===== src/rtl/mtr_drv_n_if.sv =====
`default_nettype none
// ============================================================================
// Module   : mtr_drv_n_if
// Brief    : Request/gate bundle between the balance controller and the
//            N-channel H-bridge PWM driver.
// Revision : 1.0 - initial release
// ============================================================================
interface mtr_drv_n_if #(
    parameter int CHANNELS = 2,
    parameter int WIDTH    = 11
);
    logic [CHANNELS*WIDTH-1:0] spd;
    logic [CHANNELS-1:0]       rev;
    logic [CHANNELS-1:0]       PWM_frwrd;
    logic [CHANNELS-1:0]       PWM_rev;
    logic [CHANNELS-1:0]       in_dead;

    modport master (
        output spd,
        output rev,
        input  PWM_frwrd,
        input  PWM_rev,
        input  in_dead
    );

    modport slave (
        input  spd,
        input  rev,
        output PWM_frwrd,
        output PWM_rev,
        output in_dead
    );
endinterface
`default_nettype wire


===== src/rtl/mtr_drv_n.sv =====
`default_nettype none
// ============================================================================
// Module   : mtr_drv_n
// Brief    : N-channel H-bridge PWM driver with a shared period counter,
//            boundary-only duty updates and reversal dead time.
//            Define MTR_DRV_SLEW_EN to slew-limit duty changes by SLEW_STEP.
// Revision : 1.0 - initial release
// ============================================================================
module mtr_drv_n #(
    parameter int CHANNELS    = 2,
    parameter int WIDTH       = 11,
    parameter int DEAD_CYCLES = 64,
    parameter int SLEW_STEP   = 16
) (
    input  wire         clk,
    input  wire         rst,
    mtr_drv_n_if.slave  bus
);

    localparam int                c_DW        = (DEAD_CYCLES > 0) ? $clog2(DEAD_CYCLES + 1) : 1;
    localparam logic [c_DW-1:0]   c_DEAD_LOAD = c_DW'(DEAD_CYCLES);
    localparam logic [WIDTH-1:0]  c_CNT_MAX   = {WIDTH{1'b1}};

    typedef enum logic [0:0] {
        ST_DRIVE = 1'b0,
        ST_DEAD  = 1'b1
    } state_t;

    logic [WIDTH-1:0]    r_cnt;
    logic                w_boundary;
    logic [CHANNELS-1:0] w_frwrd;
    logic [CHANNELS-1:0] w_rev;
    logic [CHANNELS-1:0] w_dead;

    always_ff @(posedge clk) begin
        if (rst) begin
            r_cnt <= '0;
        end else begin
            r_cnt <= r_cnt + WIDTH'(1);
        end
    end

    assign w_boundary    = (r_cnt == c_CNT_MAX);
    assign bus.PWM_frwrd = w_frwrd;
    assign bus.PWM_rev   = w_rev;
    assign bus.in_dead   = w_dead;

    genvar gi;
    for (gi = 0; gi < CHANNELS; gi = gi + 1) begin : g_ch
        logic [WIDTH-1:0] w_req;
        logic             w_rev_req;
        logic [WIDTH-1:0] w_next_duty;
        logic             w_pwm;

        state_t           r_state;
        logic [WIDTH-1:0] r_duty;
        logic             r_dir;
        logic [c_DW-1:0]  r_dead_cnt;
        logic             r_frwrd;
        logic             r_rev;
        logic             r_in_dead;

        assign w_req     = bus.spd[gi*WIDTH +: WIDTH];
        assign w_rev_req = bus.rev[gi];

`ifdef MTR_DRV_SLEW_EN
        // Step is clamped to full scale so it can never wrap the duty register.
        localparam int               c_STEP_SAT = (SLEW_STEP > (1 << WIDTH) - 1) ? (1 << WIDTH) - 1 : SLEW_STEP;
        localparam logic [WIDTH:0]   c_STEP     = (WIDTH+1)'(c_STEP_SAT);

        logic [WIDTH:0] w_up_gap;
        logic [WIDTH:0] w_dn_gap;

        always_comb begin
            w_up_gap    = {1'b0, w_req} - {1'b0, r_duty};
            w_dn_gap    = {1'b0, r_duty} - {1'b0, w_req};
            w_next_duty = w_req;
            if (w_req > r_duty) begin
                if (w_up_gap > c_STEP) begin
                    w_next_duty = r_duty + c_STEP[WIDTH-1:0];
                end
            end else if (w_dn_gap > c_STEP) begin
                w_next_duty = r_duty - c_STEP[WIDTH-1:0];
            end
        end
`else
        assign w_next_duty = w_req;
`endif

        assign w_pwm = (r_cnt < r_duty) && (r_state == ST_DRIVE);

        always_ff @(posedge clk) begin
            if (rst) begin
                r_state    <= ST_DRIVE;
                r_duty     <= '0;
                r_dir      <= 1'b0;
                r_dead_cnt <= '0;
                r_frwrd    <= 1'b0;
                r_rev      <= 1'b0;
                r_in_dead  <= 1'b0;
            end else begin
                r_frwrd <= w_pwm & ~r_dir;
                r_rev   <= w_pwm & r_dir;
                case (r_state)
                    ST_DRIVE: begin
                        if (w_boundary) begin
                            if ((w_rev_req == r_dir) || (DEAD_CYCLES == 0)) begin
                                r_dir  <= w_rev_req;
                                r_duty <= w_next_duty;
                            end else begin
                                r_state    <= ST_DEAD;
                                r_in_dead  <= 1'b1;
                                r_duty     <= '0;
                                r_dead_cnt <= c_DEAD_LOAD;
                            end
                        end
                    end
                    ST_DEAD: begin
                        if (r_dead_cnt != '0) begin
                            r_dead_cnt <= r_dead_cnt - c_DW'(1);
                        end
                        // Exit needs the counter already at zero; direction is resampled here.
                        if (w_boundary && (r_dead_cnt == '0)) begin
                            r_state   <= ST_DRIVE;
                            r_in_dead <= 1'b0;
                            r_dir     <= w_rev_req;
                            r_duty    <= w_next_duty;
                        end
                    end
                    default: begin
                        r_state <= ST_DRIVE;
                    end
                endcase
            end
        end

        assign w_frwrd[gi] = r_frwrd;
        assign w_rev[gi]   = r_rev;
        assign w_dead[gi]  = r_in_dead;
    end

endmodule
`default_nettype wire


===== src/flat_wrapper.sv =====
// flat-port wrapper written by rule: the top's interface ports become plain ports
module mtr_drv_n_flat 
#(
    parameter int CHANNELS    = 2,
    parameter int WIDTH       = 11,
    parameter int DEAD_CYCLES = 64,
    parameter int SLEW_STEP   = 16
)
  (clk, rst, bus_spd, bus_rev, bus_PWM_frwrd, bus_PWM_rev, bus_in_dead);
  mtr_drv_n_if #(.CHANNELS(CHANNELS), .WIDTH(WIDTH)) bus_i ();
  input  wire clk;
  input  wire rst;
  input wire logic [$bits(bus_i.spd)-1:0] bus_spd;
  input wire logic [$bits(bus_i.rev)-1:0] bus_rev;
  output wire logic [$bits(bus_i.PWM_frwrd)-1:0] bus_PWM_frwrd;
  output wire logic [$bits(bus_i.PWM_rev)-1:0] bus_PWM_rev;
  output wire logic [$bits(bus_i.in_dead)-1:0] bus_in_dead;
  assign bus_i.spd = bus_spd;
  assign bus_i.rev = bus_rev;
  assign bus_PWM_frwrd = bus_i.PWM_frwrd;
  assign bus_PWM_rev = bus_i.PWM_rev;
  assign bus_in_dead = bus_i.in_dead;
  mtr_drv_n #(.CHANNELS(CHANNELS), .WIDTH(WIDTH), .DEAD_CYCLES(DEAD_CYCLES), .SLEW_STEP(SLEW_STEP)) u_core (.clk(clk), .rst(rst), .bus(bus_i));
endmodule

===== config.mk =====
export PLATFORM = sky130hd
export DESIGN_NAME = mtr_drv_n_flat
export DESIGN_NICKNAME = d
export VERILOG_FILES = /design/src/rtl/mtr_drv_n_if.sv /design/src/rtl/mtr_drv_n.sv /design/src/flat_wrapper.sv
export SDC_FILE = /design/constraint.sdc
export NUM_CORES = 1
export LEC_CHECK = 0
export ABC_AREA = 0
export CAP_MARGIN = 30
export CORE_MARGIN = 4
export CORE_UTILIZATION = 45
export CTS_CLUSTER_DIAMETER = 100
export DETAILED_ROUTE_END_ITERATION = 6
export PLACE_DENSITY = 0.77
export REMOVE_ABC_BUFFERS = 1
export SLEW_MARGIN = 20
export SYNTH_ARGS = -nofsm -noshare
export SYNTH_HDL_FRONTEND = slang
export SYNTH_SLANG_ARGS = --single-unit

===== constraint.sdc =====
create_clock -name clk -period 2.6 [get_ports clk]
set_clock_uncertainty 0.2 [all_clocks]
set_input_delay 0.52 -clock clk [delete_from_list [all_inputs] [get_ports clk]]
set_output_delay 0.52 -clock clk [all_outputs]
set_load 0.02 [all_outputs]

==> qor.csv, run 1 <==
stage,metric,value,unit
power,Comb pwr share,0.062,
power,Pwr Density,509.3,nW/um2
setup_path,r2r endpoint,u_core.g_ch[0].r_duty[0],
sta,Fin Setup TNS,0,ps
placed_design,gpl congestion,0.8488,
setup_path,crit-path max cell delay,550,ps
power,Clk pwr share,0.452,
job,max_cap viols,0,
final_layout,Nets,417,
synth,sequential share of the synthesized area,0.3738,
clock_network,CTS tree,built,
drt,first-iteration detailed-routing DRC count,131,
setup_path,critical path arrival,2320,ps
setup_path,"Cell Chain, Critical Path","ha_1, nand3_4, or3_1, a21oi_2, o21ai_1",
synth,Main synth FF type,dfxtp_1,
min_path,worst hold start,u_core.g_ch[0].r_in_dead,
min_path,WHS Path Cells,2,
power,sw frac,0.2294,
sta,Peak Freq,434.2,MHz
clock_network,Setup Buffers After CTS,0,
clock_network,PostCTS Resize Cnt,0,
global_routing,first-pass GRT wire length,11.49,mm
placed_design,DP HPWL,4.710,mm
die,Starting Density,0.4727,
placed_design,port bufs,31,
synth,ys async rst share,0,
sta,Worst-Margin Slew,749.0,ps
power,Internal,0.001409,W
synth,Synth area leaders,"dfxtp_1 (37%), ha_1 (10%), nand4_1 (4.1%)",
clock_network,clock root cell,clkbuf_8,
die,Die Y,90.37,um
die,Die Wd,90.37,um
drt,wire length per cell,15.12,um
global_routing,initial antenna violation count,0,
synth,post-synth top area share,0.3738,
final_layout,Fillers,598,
sta,max-slew violations,0,
setup_path,CP Max Fanout,11,
drt,Routed WL,6.774,mm
drt,First-pass DRT Iterations,4,
clock_network,Clock Tree Buf Depth,2,
power,Net Switching,0.0004195,W
clock_network,H-tree depth,3,
power,total power,0.001829,W
setup_path,Startpoint Class,flip-flop,
sta,final hold vios,0,
drt,routed vias,2626,
setup_path,reg2reg start,u_core.r_cnt[1],
global_routing,GRT Util Overall,0.1710,
final_layout,share of cells above drive strength 1,0.1321,
setup_path,highest-delay cell along the critical path,or3_1,
drt,DRC errors left,0,
placed_design,DP Cell Count,432,
global_routing,vias in the first global route,2567,
final_layout,# diodes,0,
synth,Synth area leader,dfxtp_1,
clock_network,hold buffers post-CTS,0,
global_routing,"Most Used Layer, Global Route",met2,
synth,synth unique cells,55,
synth,Post-synth EDFFs,0,
power,P_leak,1.331,nW
drt,vias per cell,5.862,
clock_network,clock buffer count from CTS,9,
placed_design,pre-CTS setup slack,212.9,ps
die,die area,8166,um2
setup_path,crit path capture type,flip-flop,
die,row count,29,
power,worst vdd ir,332.0,uV
synth,Synth Cell Area,3053,um2
power,Seq pwr share,0.485,
synth,synthesized flop and latch total,57,
sta,period utilization,0.8859,
global_routing,largest net degree at the start of global routing,38,
sta,unrepaired setup endpoints after global routing,false,
run_status,status,"complete, no violations",
final_layout,Non-Filler Instances,448,
global_routing,remaining global-route overflow,0,
setup_path,CP Class,reg2reg,
sta,setup violators final,0,
synth,syn_area_per_cell,8.927,um2
die,core area,6459,um2
clock_network,Skew-Pair Late Insertion Delay,340,ps
setup_path,CP required,2610,ps
synth,warnings from Yosys,0,
die,IO Count,32,
sta,post-layout min period,2303,ps
sta,Worst slew margin,0.4962,
final_layout,area grow syn2layout,17.62,%
global_routing,GRT met3 Usage,0.03833,
min_path,WHS Endpoint,u_core.g_ch[0].r_in_dead,
final_layout,Final Core Density,0.5560,
synth,Mapped Cells,342,
setup_path,Reg2Reg Depth,5,
global_routing,met1 Use GR,0.2074,
min_path,HP Class,reg2reg,
setup_path,"setup slack, reg-to-reg",300,ps
global_routing,met2 Use GR,0.2862,
clock_network,# clock sinks,57,
drt,Antenna Nets Post-Route,0,
sta,setup ws final,296.8,ps
clock_network,Clock transition at path regs,70,ps
worst max path at each step:
stage	slack (ps)	startpoint	endpoint
finish	300	u_core.r_cnt[1]	u_core.g_ch[0].r_duty[0]
detailed placement	210	rst	u_core.g_ch[0].r_rev
CTS	290	u_core.r_cnt[1]	u_core.g_ch[1].r_duty[9]
global placement	240	bus_rev[1]	u_core.g_ch[1].r_dead_cnt[6]
global route	140	u_core.r_cnt[0]	u_core.g_ch[1].r_duty[9]
floorplan	-110	u_core.r_cnt[1]	u_core.g_ch[1].r_dead_cnt[1]
kinds of logic (layout without fill, tap and decap cells):
| group | after synthesis | in the layout | synth area share |
|---|---|---|---|
| multiplexers | 2 | 2 | 0.006558 |
| AO/OA/AOI/OAI | 88 | 88 | 0.2074 |
| flip-flops | 57 | 57 | 0.3738 |
| adder cells (fa/ha/maj) | 25 | 25 | 0.1025 |
| XOR/XNOR | 9 | 9 | 0.02582 |
| AND/OR/NAND/NOR | 105 | 105 | 0.1992 |
| buffers and inverters | 56 | 85 | 0.08484 |
critical path, delay by kind of cell (launching register included):
| family | cells | cell delay (ps) |
|---|---|---|
| AOI/OAI and AO/OA | 2 | 600 |
| adders and majority gates | 1 | 260 |
| DFF | 1 | 420 |
| and+or+nand+nor | 2 | 690 |
power groups by stage:
stage               clock network [W]  registers (W)   logic, W
floorplan                           0       0.000909  0.0000374
global placement                    0       0.000907   0.000113
detailed placement                  0       0.000907   0.000113
CTS                          0.000839       0.000888   0.000115
global route                 0.000881       0.000889   0.000123
finish                       0.000827       0.000888   0.000114
cells in the mapped netlist (3+ instances only):
master and instances:
xnor2_1 8, or3_1 8, or4_1 4, buf_2 9, o31ai_1 13, dfxtp_1 57, clkbuf_1 7, nor3_1 6
buf_4 8, a21o_1 3, o21ai_0 6, a31o_2 11, inv_1 29, nand3_1 13, a31oi_1 3, a211oi_1 12
nor2b_1 3, nor2_1 14, a21oi_1 19, ha_1 25, nand2_1 19, nand4_1 20
per-layer routing:
layer,wire length [um],vias up
li1,-,1309
met1,3118,1239
met2,3216,65
met3,303,13
met4,135,0
met5,0,-
per-stage QoR:
step | cell area (um2) | hold WS, ps
6_report | 3591 | 269.4
4_1_cts | 3591 | 278.3
2_1_floorplan | 2903 | 228.9
3_5_place_dp | 3395 | 261.9
3_3_place_gp | 3395 | 247.1
5_1_grt | 3591 | 298.3
final cells by class:
type	instances	area, um2	area share
Multi-Input combinational cell	229	1658	0.4617
Sequential cell	57	1141	0.3178
Timing Repair Buffer	40	390.4	0.1087
Clock buffer	11	141.4	0.03937
Inverter	29	108.9	0.03031
Tap cell	77	96.34	0.02683
Clock inverter	5	55.05	0.01533
registers in the layout, summed over array words and instances (netlist names):
signal and cells:
u_core.g_ch.r_rev 2, u_core.g_ch.r_dead_cnt 14, u_core.g_ch.r_dir 2, u_core.g_ch.r_frwrd 2, u_core.g_ch.r_duty 22, u_core.r_cnt 11, u_core.g_ch.r_state 2, u_core.g_ch.r_in_dead 2
placed cells by master, fill, tap and decap left out, drive strengths merged, types with 3 or more instances in the layout:
master,instances
a211oi,12
a21o,3
a21oi,20
a31o,12
a31oi,3
buf,9
clkbuf,11
clkdlybuf4s50,31
dfxtp,57
ha,25
inv,29
nand2,19
nand3,15
nand4,20
nor2,15
nor2b,3
nor3,6
o21ai,7
o31ai,13
or3,9
or4,4
xnor2,8
No activity file was read; power rests on OpenSTA's default activity.
==> run 2: changes to the inputs <==
CORE_UTILIZATION = 57   (was 45)
PLACE_DENSITY = 0.91   (was 0.77)
==> qor.csv, run 2 (synthesis results as in run 1) <==
stage,metric,value,unit,change
run_status,status,"complete, no violations",,unchanged
die,Die Wd,81.19,um,was 90.37 um
clock_network,Skew-Pair Late Insertion Delay,350,ps,was 340 ps
sta,setup violators final,0,,unchanged
final_layout,Nets,419,,was 417
sta,final hold vios,0,,unchanged
setup_path,Setup crit start,u_core.r_cnt[0],,was u_core.r_cnt[1]
power,total power,0.001866,W,was 0.001829 W
drt,first-iteration detailed-routing DRC count,160,,was 131
final_layout,"most common cell after layout, fill and taps aside",dfxtp_1,,unchanged
final_layout,# diodes,0,,unchanged
clock_network,PostCTS Resize Cnt,0,,unchanged
sta,max-slew violations,0,,unchanged
sta,Peak Freq,424.5,MHz,was 434.2 MHz
die,IO Count,32,,unchanged
placed_design,gpl congestion,0.7972,,was 0.8488
setup_path,reg2reg start,u_core.r_cnt[0],,was u_core.r_cnt[1]
global_routing,largest net degree at the start of global routing,21,,was 38
power,worst vdd ir,390.4,uV,was 332.0 uV
clock_network,hold buffers post-CTS,0,,unchanged
final_layout,share of cells above drive strength 1,0.1340,,was 0.1321
clock_network,Setup Buffers After CTS,0,,unchanged
sta,worst hold margin,267.1,ps,was 269.4 ps
sta,setup ws final,244.1,ps,was 296.8 ps
drt,Antenna Nets Post-Route,0,,unchanged
clock_network,Clock transition at path regs,60,ps,was 70 ps
clock_network,# clock sinks,57,,unchanged
final_layout,max reg flops,22,,unchanged
sta,Worst slew margin,0.5321,,was 0.4962
setup_path,critical path arrival,2370,ps,was 2320 ps
final_layout,Final Core Density,0.6996,,was 0.5560
min_path,HP Class,reg2reg,,unchanged
placed_design,port bufs,31,,unchanged
placed_design,pre-CTS setup slack,241.4,ps,was 212.9 ps
placed_design,DP HPWL,4.965,mm,was 4.710 mm
sta,Worst-Margin Slew,695.7,ps,was 749.0 ps
setup_path,CP required,2620,ps,was 2610 ps
sta,period utilization,0.9061,,was 0.8859
drt,wire length per cell,15.44,um,was 15.12 um
die,row count,26,,was 29
sta,unrepaired setup endpoints after global routing,false,,unchanged
final_layout,area grow syn2layout,17.79,%,was 17.62%
drt,DRC errors left,0,,unchanged
final_layout,Fillers,405,,was 598
sta,post-layout min period,2356,ps,was 2303 ps
final_layout,top flop regs,"u_core.g_ch.r_duty x22, u_core.g_ch.r_dead_cnt x14, u_core.r_cnt x11",,unchanged
min_path,worst hold start,u_core.g_ch[0].r_duty[0],,was u_core.g_ch[0].r_in_dead
drt,vias per cell,6.113,,was 5.862
drt,Routed WL,6.839,mm,was 6.774 mm
setup_path,crit path capture type,flip-flop,,unchanged
die,Starting Density,0.5940,,was 0.4727
global_routing,vias in the first global route,2618,,was 2567
drt,routed vias,2708,,was 2626
die,Die Y,81.19,um,was 90.37 um
global_routing,first-pass GRT wire length,11.40,mm,was 11.49 mm
setup_path,CP Max Fanout,11,,unchanged
setup_path,Startpoint Class,flip-flop,,unchanged
clock_network,H-tree depth,3,,unchanged
job,max_cap viols,0,,unchanged
final_layout,Biggest register,u_core.g_ch.r_duty,,unchanged
setup_path,CP Class,reg2reg,,unchanged
clock_network,clock root cell,clkbuf_8,,unchanged
power,Pwr Density,519.0,nW/um2,was 509.3 nW/um2
clock_network,CTS tree,built,,unchanged
die,core area,5140,um2,was 6459 um2
setup_path,"setup slack, reg-to-reg",240,ps,was 300 ps
die,die area,6591,um2,was 8166 um2
clock_network,clock buffer count from CTS,9,,unchanged
clock_network,Clock Tree Buf Depth,2,,unchanged
drt,First-pass DRT Iterations,4,,unchanged
final_layout,most frequent cells in the layout,"dfxtp_1 (57), clkdlybuf4s50_1 (31), inv_1 (29)",,unchanged
global_routing,GRT Util Overall,0.2235,,was 0.1710
global_routing,remaining global-route overflow,0,,unchanged
global_routing,initial antenna violation count,0,,unchanged
power,P_leak,1.348,nW,was 1.331 nW
[run 2: cell types whose count changed in the layout (fill, tap and decap cells not counted)]
cell	change
buf_12	-1
clkinvlp_4	-2
clkinv_2	-1
clkbuf_1	+1
clkbuf_8	+2
buf_4	+3
[run 2: cell type report]
type / count / area [um2] / share of cell area
multi-input combinational: 229 / 1658 / 0.4610
timing repair buffer: 42 / 392.9 / 0.1093
clock inverter: 2 / 35.03 / 0.009743
tap: 70 / 87.58 / 0.02436
inverter: 29 / 108.9 / 0.03027
sequential: 57 / 1141 / 0.3173
clock buffer: 14 / 172.7 / 0.04802
[run 2: per-layer routing]
layer	vias to the layer above	wire length (um)	share of wire	GRT usage
met5	-	0	0	0
met4	0	195	0.029	0.1081
met3	24	423	0.062	0.04989
met2	96	3208	0.47	0.3916
met1	1273	3011	0.44	0.2555
li1	1315	-	-	-
[run 2: report_power, final]
part | total, W | leakage [nW] | internal [W] | switching [W]
clock network | 0.000866 | 0.107 | 0.000520 | 0.000346
registers | 0.000888 | 0.460 | 0.000880 | 0.00000783
logic | 0.000112 | 0.782 | 0.0000631 | 0.0000489
[run 2: metrics by stage]
stage / instance area [um2] / TNS (ps) / cells
detailed placement: 3388 / 0 / 427
finish: 3596 / 0 / 443
CTS: 3596 / 0 / 443
global placement: 3388 / 0 / 427
global route: 3596 / 0 / 443
floorplan: 2903 / -630.6 / 315
[run 2: final timing paths]
check,to,cells after the start
worst min-delay path,u_core.g_ch[0].r_duty[0],2
worst min register to register,u_core.g_ch[0].r_duty[0],2
worst max-delay path,u_core.g_ch[0].r_duty[0],5
worst max register to register,u_core.g_ch[0].r_duty[0],5
[run 2: critical path, stage by stage (launching register included)]
cell     delay, ps
dfxtp_1        420
ha_1           260
nand3_4        150
or3_1          570
a21oi_2        470
o21ai_1        150
==> run 3: changes to the inputs <==
REMOVE_ABC_BUFFERS = default   (was 1)
==> qor.csv, run 3 (synthesis results as in run 1) <==
stage,metric,value,unit,change
min_path,worst hold start,u_core.g_ch[0].r_in_dead,,was u_core.g_ch[0].r_duty[0]
setup_path,critical path arrival,2340,ps,was 2370 ps
setup_path,"setup slack, reg-to-reg",270,ps,was 240 ps
die,Die Wd,81.19,um,unchanged
clock_network,Clock Tree Buf Depth,2,,unchanged
sta,setup violators final,0,,unchanged
clock_network,Setup Buffers After CTS,0,,unchanged
power,worst vdd ir,379.5,uV,was 390.4 uV
placed_design,DP Cell Count,427,,unchanged
final_layout,Biggest register,u_core.g_ch.r_duty,,unchanged
setup_path,reg2reg start,u_core.r_cnt[1],,was u_core.r_cnt[0]
drt,first-iteration detailed-routing DRC count,100,,was 160
sta,Peak Freq,428.6,MHz,was 424.5 MHz
sta,max-slew violations,0,,unchanged
clock_network,# clock sinks,57,,unchanged
setup_path,CP required,2600,ps,was 2620 ps
sta,Worst-Margin Slew,737.8,ps,was 695.7 ps
min_path,WHS Endpoint,u_core.g_ch[0].r_in_dead,,was u_core.g_ch[0].r_duty[0]
sta,period utilization,0.8974,,was 0.9061
clock_network,CTS tree,built,,unchanged
placed_design,port bufs,31,,unchanged
final_layout,Fillers,416,,was 405
power,Seq pwr share,0.480,,was 0.476
setup_path,r2r endpoint,u_core.g_ch[0].r_duty[0],,unchanged
drt,vias per cell,5.998,,was 6.113
min_path,HP Class,reg2reg,,unchanged
die,die area,6591,um2,unchanged
clock_network,Skew-Pair Late Insertion Delay,340,ps,was 350 ps
clock_network,clock root cell,clkbuf_8,,unchanged
drt,Routed WL,6.903,mm,was 6.839 mm
clock_network,H-tree depth,3,,unchanged
power,Clk pwr share,0.458,,was 0.464
placed_design,gpl congestion,0.8393,,was 0.7972
power,Comb pwr share,0.062,,was 0.060
final_layout,most frequent cells in the layout,"dfxtp_1 (57), clkdlybuf4s50_1 (31), inv_1 (29)",,unchanged
setup_path,CP Class,reg2reg,,unchanged
power,Internal,0.001465,W,was 0.001463 W
job,max_cap viols,0,,unchanged
power,Net Switching,0.0003847,W,was 0.0004027 W
global_routing,initial antenna violation count,0,,unchanged
final_layout,multi-input logic area,1658,um2,unchanged
clock_network,PostCTS Resize Cnt,0,,unchanged
global_routing,GRT Util Overall,0.2261,,was 0.2235
placed_design,DP HPWL,4.928,mm,was 4.965 mm
drt,routed vias,2657,,was 2708
global_routing,first-pass GRT wire length,11.43,mm,was 11.40 mm
clock_network,Clock transition at path regs,60,ps,about the same
synth,Syn Nets,393,,
setup_path,Reg2Reg Depth,5,,unchanged
clock_network,hold buffers post-CTS,0,,unchanged
global_routing,vias in the first global route,2659,,was 2618
final_layout,# diodes,0,,unchanged
die,core area,5140,um2,unchanged
power,total power,0.001850,W,was 0.001866 W
final_layout,top flop regs,"u_core.g_ch.r_duty x22, u_core.g_ch.r_dead_cnt x14, u_core.r_cnt x11",,unchanged
placed_design,Placed Instance Area,3388,um2,unchanged
die,Die Y,81.19,um,unchanged
sta,final hold vios,0,,unchanged
sta,post-layout min period,2333,ps,was 2356 ps
drt,wire length per cell,15.58,um,was 15.44 um
power,P_leak,1.348,nW,unchanged
global_routing,remaining global-route overflow,0,,unchanged
global_routing,largest net degree at the start of global routing,20,,was 21
die,IO Count,32,,unchanged
setup_path,Startpoint Class,flip-flop,,unchanged
run_status,status,"complete, no violations",,unchanged
min_path,WHS Path Cells,2,,unchanged
sta,Worst slew margin,0.5063,,was 0.5321
die,Starting Density,0.5940,,unchanged
drt,DRC errors left,0,,unchanged
die,row count,26,,unchanged
sta,worst hold margin,265.9,ps,was 267.1 ps
setup_path,crit path capture type,flip-flop,,unchanged
drt,Antenna Nets Post-Route,0,,unchanged
drt,First-pass DRT Iterations,4,,unchanged
sta,Fin Setup TNS,0,ps,unchanged
final_layout,Non-Filler Instances,443,,unchanged
final_layout,area grow syn2layout,17.79,%,unchanged
final_layout,"most common cell after layout, fill and taps aside",dfxtp_1,,unchanged
final_layout,register area,1141,um2,unchanged
clock_network,clock buffer count from CTS,9,,unchanged
power,sw frac,0.2080,,was 0.2158
final_layout,Nets,419,,unchanged
final_layout,share of cells above drive strength 1,0.1340,,unchanged
setup_path,CP Max Fanout,11,,unchanged
final_layout,fin area,3596,um2,unchanged
sta,unrepaired setup endpoints after global routing,false,,unchanged
power,Pwr Density,514.5,nW/um2,was 519.0 nW/um2
final_layout,max reg flops,22,,unchanged
[run 3: cell counts in the layout (fill, tap and decap cells not counted)]
Identical to the previous run, type by type.
[run 3: cell type report]
class,instances,share of cell area
Clock buffer,14,0.04802
Tap cell,70,0.02436
Inverter,29,0.03027
Sequential cell,57,0.3173
Timing Repair Buffer,42,0.1093
Multi-Input combinational cell,229,0.4610
Clock inverter,2,0.009743
[run 3: power by group through the flow]
stage,Combinational (W),Clock [W],Sequential (W)
final,0.000114,0.000848,0.000888
after global routing,0.000123,0.000905,0.000889
after CTS,0.000114,0.000861,0.000888
after detailed placement,0.000113,0,0.000907
after global placement,0.000111,0,0.000907
after floorplan,0.0000562,0,0.000905
[run 3: how the worst max path moves through the flow]
stage / from / end
floorplan: u_core.r_cnt[1] / u_core.g_ch[0].r_duty[2]
global placement: bus_rev[0] / u_core.g_ch[0].r_dead_cnt[3]
detailed placement: bus_rev[0] / u_core.g_ch[0].r_dead_cnt[3]
CTS: u_core.r_cnt[1] / u_core.g_ch[0].r_duty[0]
global route: u_core.r_cnt[1] / u_core.g_ch[0].r_duty[0]
finish: u_core.r_cnt[1] / u_core.g_ch[0].r_duty[0]
[run 3: worst max-delay path, stage by stage (launching register included)]
cell and delay [ps]:
dfxtp_1 420, ha_1 260, nand3_4 150, or3_1 570
a21oi_2 450, o21ai_1 150
[run 3: metrics by stage]
step / setup WS (ps) / util
floorplan: 667.2 / -
global placement: 261.2 / 0.6592
detailed placement: 244.9 / 0.6592
CTS: 284.6 / 0.6996
global route: 105.6 / 0.6996
finish: 266.7 / 0.6996
[run 3: metal layers]
layer  vias up  wire, um  global-route usage
met4         0       157             0.09459
met3        20       465             0.07871
li1       1308         -                   -
met1      1226      2911              0.2440
met5         -         0                   0
met2       103      3368              0.3998
